### config.mk
export PLATFORM = sky130hd
export DESIGN_NAME = gshare_branch_predictor_flat
export DESIGN_NICKNAME = d
export VERILOG_FILES = /design/src/rtl/gshare_branch_predictor_if.sv /design/src/rtl/gshare_branch_predictor.sv /design/src/flat_wrapper.sv
export SDC_FILE = /design/constraint.sdc
export NUM_CORES = 1
export LEC_CHECK = 0
export CAP_MARGIN = 20
export CORE_MARGIN = 10
export CORE_UTILIZATION = 40
export DETAILED_ROUTE_END_ITERATION = 7
export GPL_TIMING_DRIVEN = 0
export MAX_ROUTING_LAYER = met4
export PLACE_DENSITY = 0.59
export RECOVER_POWER = 50
export SLEW_MARGIN = 20
export SYNTH_ARGS = -nofsm -noshare
export SYNTH_HDL_FRONTEND = slang
export SYNTH_SLANG_ARGS = --single-unit
### constraint.sdc
create_clock -name clk -period 12.61 [get_ports clk]
set_input_delay 3.783 -clock clk [delete_from_list [all_inputs] [get_ports clk]]
set_output_delay 3.783 -clock clk [all_outputs]
set_load 0.05 [all_outputs]
### src/rtl/gshare_branch_predictor_if.sv
// Lookup/update bundle between the fetch/execute pipeline (master) and the gshare predictor (slave).
interface gshare_branch_predictor_if #(
    parameter int PC_WIDTH  = 8,
    parameter int HIST_BITS = 8
);
    logic                 lookup_valid;
    logic [PC_WIDTH-1:0]  lookup_pc;
    logic                 prediction;
    logic [HIST_BITS-1:0] lookup_hist;
    logic                 update_valid;
    logic [PC_WIDTH-1:0]  update_pc;
    logic [HIST_BITS-1:0] update_hist;
    logic                 update_taken;
    logic                 update_mispredict;
    logic                 ready;

    modport master (
        output lookup_valid, lookup_pc,
        output update_valid, update_pc, update_hist, update_taken, update_mispredict,
        input  prediction, lookup_hist, ready
    );

    modport slave (
        input  lookup_valid, lookup_pc,
        input  update_valid, update_pc, update_hist, update_taken, update_mispredict,
        output prediction, lookup_hist, ready
    );
endinterface

### src/rtl/gshare_branch_predictor.sv
// Bimodal/gshare direction predictor: saturating-counter table cleared by a post-reset walk,
// speculative global history with repair on mispredict.
module gshare_branch_predictor #(
    parameter int PC_WIDTH   = 8,
    parameter int INDEX_BITS = 8,
    parameter int HIST_BITS  = 8,
    parameter int CTR_BITS   = 2,
    parameter int MODE       = 1
) (
    input  logic                      clk,
    input  logic                      reset,
    gshare_branch_predictor_if.slave  bp
);
    localparam int                  DEPTH    = 1 << INDEX_BITS;
    localparam logic [CTR_BITS-1:0] CTR_INIT = CTR_BITS'((1 << (CTR_BITS - 1)) - 1);
    localparam logic [CTR_BITS-1:0] CTR_MAX  = '1;

    typedef enum logic {S_INIT, S_RUN} state_e;

    state_e                state_q, state_d;
    logic [INDEX_BITS-1:0] init_ptr_q, init_ptr_d;
    logic [HIST_BITS-1:0]  ghr_q, ghr_d;
    logic [CTR_BITS-1:0]   ctr_tbl_q [DEPTH];

    logic [INDEX_BITS-1:0] ghr_ext, upd_hist_ext, lk_idx, up_idx;
    logic [CTR_BITS-1:0]   up_ctr;
    logic                  run, pred;
    logic                  tbl_we;
    logic [INDEX_BITS-1:0] tbl_waddr;
    logic [CTR_BITS-1:0]   tbl_wdata;

    function automatic logic [CTR_BITS-1:0] ctr_inc(input logic [CTR_BITS-1:0] c);
        return (c == CTR_MAX) ? c : c + CTR_BITS'(1);
    endfunction

    function automatic logic [CTR_BITS-1:0] ctr_dec(input logic [CTR_BITS-1:0] c);
        return (c == '0) ? c : c - CTR_BITS'(1);
    endfunction

    // History only folds into the index in gshare mode; bimodal keeps the GHR but ignores it.
    always_comb begin
        ghr_ext      = '0;
        upd_hist_ext = '0;
        if (MODE != 0) begin
            ghr_ext      = INDEX_BITS'(ghr_q);
            upd_hist_ext = INDEX_BITS'(bp.update_hist);
        end
        lk_idx = bp.lookup_pc[INDEX_BITS-1:0] ^ ghr_ext;
        up_idx = bp.update_pc[INDEX_BITS-1:0] ^ upd_hist_ext;
        up_ctr = ctr_tbl_q[up_idx];
        run    = (state_q == S_RUN);
        pred   = run & ctr_tbl_q[lk_idx][CTR_BITS-1];
    end

    assign bp.prediction  = pred;
    assign bp.lookup_hist = ghr_q;
    assign bp.ready       = run;

    always_comb begin
        state_d    = state_q;
        init_ptr_d = init_ptr_q;
        ghr_d      = ghr_q;
        tbl_we     = 1'b0;
        tbl_waddr  = up_idx;
        tbl_wdata  = CTR_INIT;
        case (state_q)
            S_INIT: begin
                tbl_we     = 1'b1;
                tbl_waddr  = init_ptr_q;
                init_ptr_d = init_ptr_q + INDEX_BITS'(1);
                ghr_d      = '0;
                if (&init_ptr_q) state_d = S_RUN;
            end
            S_RUN: begin
                if (bp.update_valid) begin
                    tbl_we    = 1'b1;
                    tbl_wdata = bp.update_taken ? ctr_inc(up_ctr) : ctr_dec(up_ctr);
                end
                // Repair wins over the speculative shift: the younger lookup is on a squashed path.
                if (bp.update_valid && bp.update_mispredict)
                    ghr_d = HIST_BITS'({bp.update_hist, bp.update_taken});
                else if (bp.lookup_valid)
                    ghr_d = HIST_BITS'({ghr_q, pred});
            end
            default: state_d = S_INIT;
        endcase
    end

    always_ff @(posedge clk or negedge reset) begin
        if (!reset) begin
            state_q    <= S_INIT;
            init_ptr_q <= '0;
            ghr_q      <= '0;
        end else begin
            state_q    <= state_d;
            init_ptr_q <= init_ptr_d;
            ghr_q      <= ghr_d;
        end
    end

    // No reset on the table so it can map onto a RAM; the init walk clears it instead.
    always_ff @(posedge clk) begin
        if (tbl_we) ctr_tbl_q[tbl_waddr] <= tbl_wdata;
    end
endmodule
### src/flat_wrapper.sv
// flat-port wrapper written by rule: the top's interface ports become plain ports
module gshare_branch_predictor_flat 
#(
    parameter int PC_WIDTH   = 8,
    parameter int INDEX_BITS = 8,
    parameter int HIST_BITS  = 8,
    parameter int CTR_BITS   = 2,
    parameter int MODE       = 1
)
  (clk, reset, bp_lookup_valid, bp_lookup_pc, bp_update_valid, bp_update_pc, bp_update_hist, bp_update_taken, bp_update_mispredict, bp_prediction, bp_lookup_hist, bp_ready);
  gshare_branch_predictor_if #(.PC_WIDTH(PC_WIDTH), .HIST_BITS(HIST_BITS)) bp_i ();
  input  logic clk;
  input  logic reset;
  input wire logic [$bits(bp_i.lookup_valid)-1:0] bp_lookup_valid;
  input wire logic [$bits(bp_i.lookup_pc)-1:0] bp_lookup_pc;
  input wire logic [$bits(bp_i.update_valid)-1:0] bp_update_valid;
  input wire logic [$bits(bp_i.update_pc)-1:0] bp_update_pc;
  input wire logic [$bits(bp_i.update_hist)-1:0] bp_update_hist;
  input wire logic [$bits(bp_i.update_taken)-1:0] bp_update_taken;
  input wire logic [$bits(bp_i.update_mispredict)-1:0] bp_update_mispredict;
  output wire logic [$bits(bp_i.prediction)-1:0] bp_prediction;
  output wire logic [$bits(bp_i.lookup_hist)-1:0] bp_lookup_hist;
  output wire logic [$bits(bp_i.ready)-1:0] bp_ready;
  assign bp_i.lookup_valid = bp_lookup_valid;
  assign bp_i.lookup_pc = bp_lookup_pc;
  assign bp_i.update_valid = bp_update_valid;
  assign bp_i.update_pc = bp_update_pc;
  assign bp_i.update_hist = bp_update_hist;
  assign bp_i.update_taken = bp_update_taken;
  assign bp_i.update_mispredict = bp_update_mispredict;
  assign bp_prediction = bp_i.prediction;
  assign bp_lookup_hist = bp_i.lookup_hist;
  assign bp_ready = bp_i.ready;
  gshare_branch_predictor #(.PC_WIDTH(PC_WIDTH), .INDEX_BITS(INDEX_BITS), .HIST_BITS(HIST_BITS), .CTR_BITS(CTR_BITS), .MODE(MODE)) u_core (.clk(clk), .reset(reset), .bp(bp_i));
endmodule
==> results.cfg <==
[synth]
ys_types = 67
synth_top_family_by_area = multiplexers
ys_async_sr_fraction_pct = 3.214
synth_sequential_area_ratio_pct = 64.07
synthesis.area_mm2 = 0.02466
yosys.area_share.xor_xnor_pct = 1.375
syn_inst = 1546
synth.net_count = 1577
post_synth_and_or_nand_nor_area_fraction_pct = 8.869
ys_warn_count = 0
synth_adder_area_share_pct = 0.09640
avgSynthCellArea_um2 = 15.95
synth_top_area_cells = edfxtp_1 (62%), mux4_2 (14%), nor2_1 (4.4%)
yosysTopAreaCell = edfxtp_1
synth_flop_cell = edfxtp_1
synth.top_cell.area_share_pct = 62.35
synth-compound-area-share_pct = 3.080
synth_enable_flop_cells = 512
postSynthRegisterBits = 529
synth.area.mux_share_pct = 19.54

[hold_path]
timing.hold.worst_endpoint = u_core.init_ptr_q[0]
hold-path-cell-count = 1
timing.hold.worst.class = flop to flop
hold_path_startpoint = u_core.init_ptr_q[0]

[cells_and_area]
nNetsFinal = 1695
filler_cell_count_in_the_final_layout = 5215
instances_no_fill = 2494
commonest_non_fill_non_tap_cell_in_the_layout = edfxtp_1
syn2layout_area_growth_pct = 15.05
drive_gt1_share_pct = 18.48
finalCoreUtilization_pct = 46.75
mostFrequentLayoutCells = edfxtp_1 (512), nor2_1 (285), nand2_1 (151), mux4_2 (151), clkbuf_1 (81)

[place]
gp_routability_congestion = 0.9574
preCtsSetupSlack_ns = -0.09805
placed_cells = 2388
hpwl_um = 58670
port_buffers = 38

[detailed_routing]
route.vias.total = 15960
routed_via_density = 6.399
drt-wirelength-per-cell_um = 34.20
first_pass_iters = 5
post-route-drc-count = 0
ant_nets = 0
dr.first_iter.drc_count = 2266
post_route_wl_um = 85290

[grt]
grt_max_degree = 42
grt_overflow = 0
grt_antenna_before_repair = 2
first_pass_grt_wire_length_um = 118600
track_usage_pct = 24.34
first_global_vias = 15840

[critical_path]
regToRegStartpoint = u_core.bp.ready
cpPeakStageDelay_ns = 0.78
r2r_setup_slack_ns = 8.17
path_delay_family = buffers and inverters
critical_path_class = input port to output pin
worstSetupStartpointType = input port
cp_num_buf_inv = 3
critical-path-slowest-cell = clkbuf_1
timing.reg2reg.worst_path_depth = 10
crit_path_cell_trace = clkdlybuf4s50_1, xor2_1, clkbuf_1, mux4_1, mux4_2, mux4_1, o31ai_1, nor3b_1, clkdlybuf4s50_1
critPathArrivalTime_ns = 8.70
critical_path.endpoint_type = output pin
reg2reg_to = u_core.ctr_tbl_q[115][1]
cp.required_ns = 8.83
crit_path_max_fanout = 10

[floorplanning]
die_area_mm2 = 0.07198
chipWidth_um = 268.3
design.core.area_mm2 = 0.06070
fp-row-count = 90
die_h_um = 268.3
num_io_pins = 40
initial_utilization_pct = 40.63

[run_status]
outcome = complete, but fails checks
violations = capacitance limit, slew limit

[power]
ir_drop_mv = 0.09427
fin_total_pwr_mw = 3.946
power.leakage_nw = 8.575
cellPowerDensity_mw_per_mm2 = 139.1

[timing]
min_period_over_period_pct = 99.01
max_freq_ghz = 0.08009
worst_slew_pin_slew_ns = 1.643
rsz0062_at_grt = no
clock-skew-final_ns = 0.02277
final_worst_path_period_need_ns = 12.49
slew_headroom_pct = -9.526
timing.final.hold_violations = 0
finalSetupViolations = 0
final-max-slew-violation-count = 33
final.setup.worst_slack_ns = 0.1244
final.setup.tns_ns = 0

[cts]
cts.htree.levels = 2
clk-insertion-delay-late_ns = 0.65
tritoncts.num_buffers = 56
max-clock-path-buffers = 3
holdBufCountCts = 0
cts.repair.resized = 0
clock-sinks = 529
cts_post_setup_buffers_inserted = 0
tritoncts = yes
clock-root-buffer = clkbuf_16
clk_pin_slew_worst_paths_ns = 0.05

[flow_run]
maxCapViolations = 3
## stage by stage
step | hold WS, ns | instance area, um^2
after floorplan | 0.5116 | 24660
after global placement | 0.5880 | 26020
after detailed placement | 0.5866 | 26590
after CTS | 0.5949 | 28510
after global routing | 0.6358 | 28370
final | 0.6142 | 28370
## per-layer routing
metal	vias up	part of all wire, %	track usage, %
met5	-	0	-
met4	0	5.3	11.59
met3	230	12	6.353
met2	1162	44	35.31
met1	8226	38	31.61
li1	6340	-	-
## logic make-up (layout without fill, tap and decap cells)
kind of cell,Yosys count,after routing
other,0,2
xor gates and xnor gates,34,34
and+or+nand+nor,536,536
buffers and inverters,116,280
DFF,529,529
AOI/OAI and AO/OA,100,100
muxes,229,229
adders and majority gates,2,2
## power breakdown
group	switching [mW]	internal, mW	total, mW
Clock	0.717	1.02	1.74
Combinational	0.215	0.0950	0.310
Sequential	0	1.90	1.90
## synthesized netlist by cell type (all sizes together), types with 2 or more instances
library cell  number
edfxtp           512
nor2             290
mux4             190
nand2            151
clkbuf            64
nand3             54
buf               45
mux2i             37
o21ai             18
xnor2             18
dfrtp             17
xor2              16
nand4             13
a31oi             11
nand2b             9
o211a              8
a21oi              7
o211ai             7
inv                6
o32ai              5
a221oi             4
a22oi              4
a32oi              4
nor3               4
o2111ai            4
a2111oi            3
a211oi             3
a311oi             3
nor3b              3
or2                3
a311o              2
a31o               2
mux2               2
nor2b              2
o22ai              2
o311a              2
o31ai              2
## worst max-delay path by stage
stage                                  from                       end  cells past startpoint
after floorplan           bp_update_hist[0]    u_core.ctr_tbl_q[0][1]                     14
after global placement    bp_update_hist[3]  u_core.ctr_tbl_q[193][1]                     12
after detailed placement    bp_lookup_pc[3]             bp_prediction                     11
after CTS                   bp_lookup_pc[3]             bp_prediction                      9
after global routing        bp_lookup_pc[3]             bp_prediction                      9
final                       bp_lookup_pc[3]             bp_prediction                      9
## flip-flops by register name (all words and copies together) (netlist names)
register               count
u_core.ctr_tbl_q         512
u_core.bp.lookup_hist      8
u_core.init_ptr_q          8
u_core.bp.ready            1
## layout make-up
type	instances	area, um^2	share of cell area [%]
flip-flops and latches	529	15800	55.69
multi-input cells	901	8187	28.85
clock buffers	68	1476	5.204
well taps	782	978.4	3.449
repair buffers	61	800.8	2.822
plain buffers	109	655.6	2.311
clock inverters	36	446.7	1.574
inverters	6	22.52	0.07938
diodes	2	5.005	0.01764
Note: power is estimated with default switching activity, not from simulation.
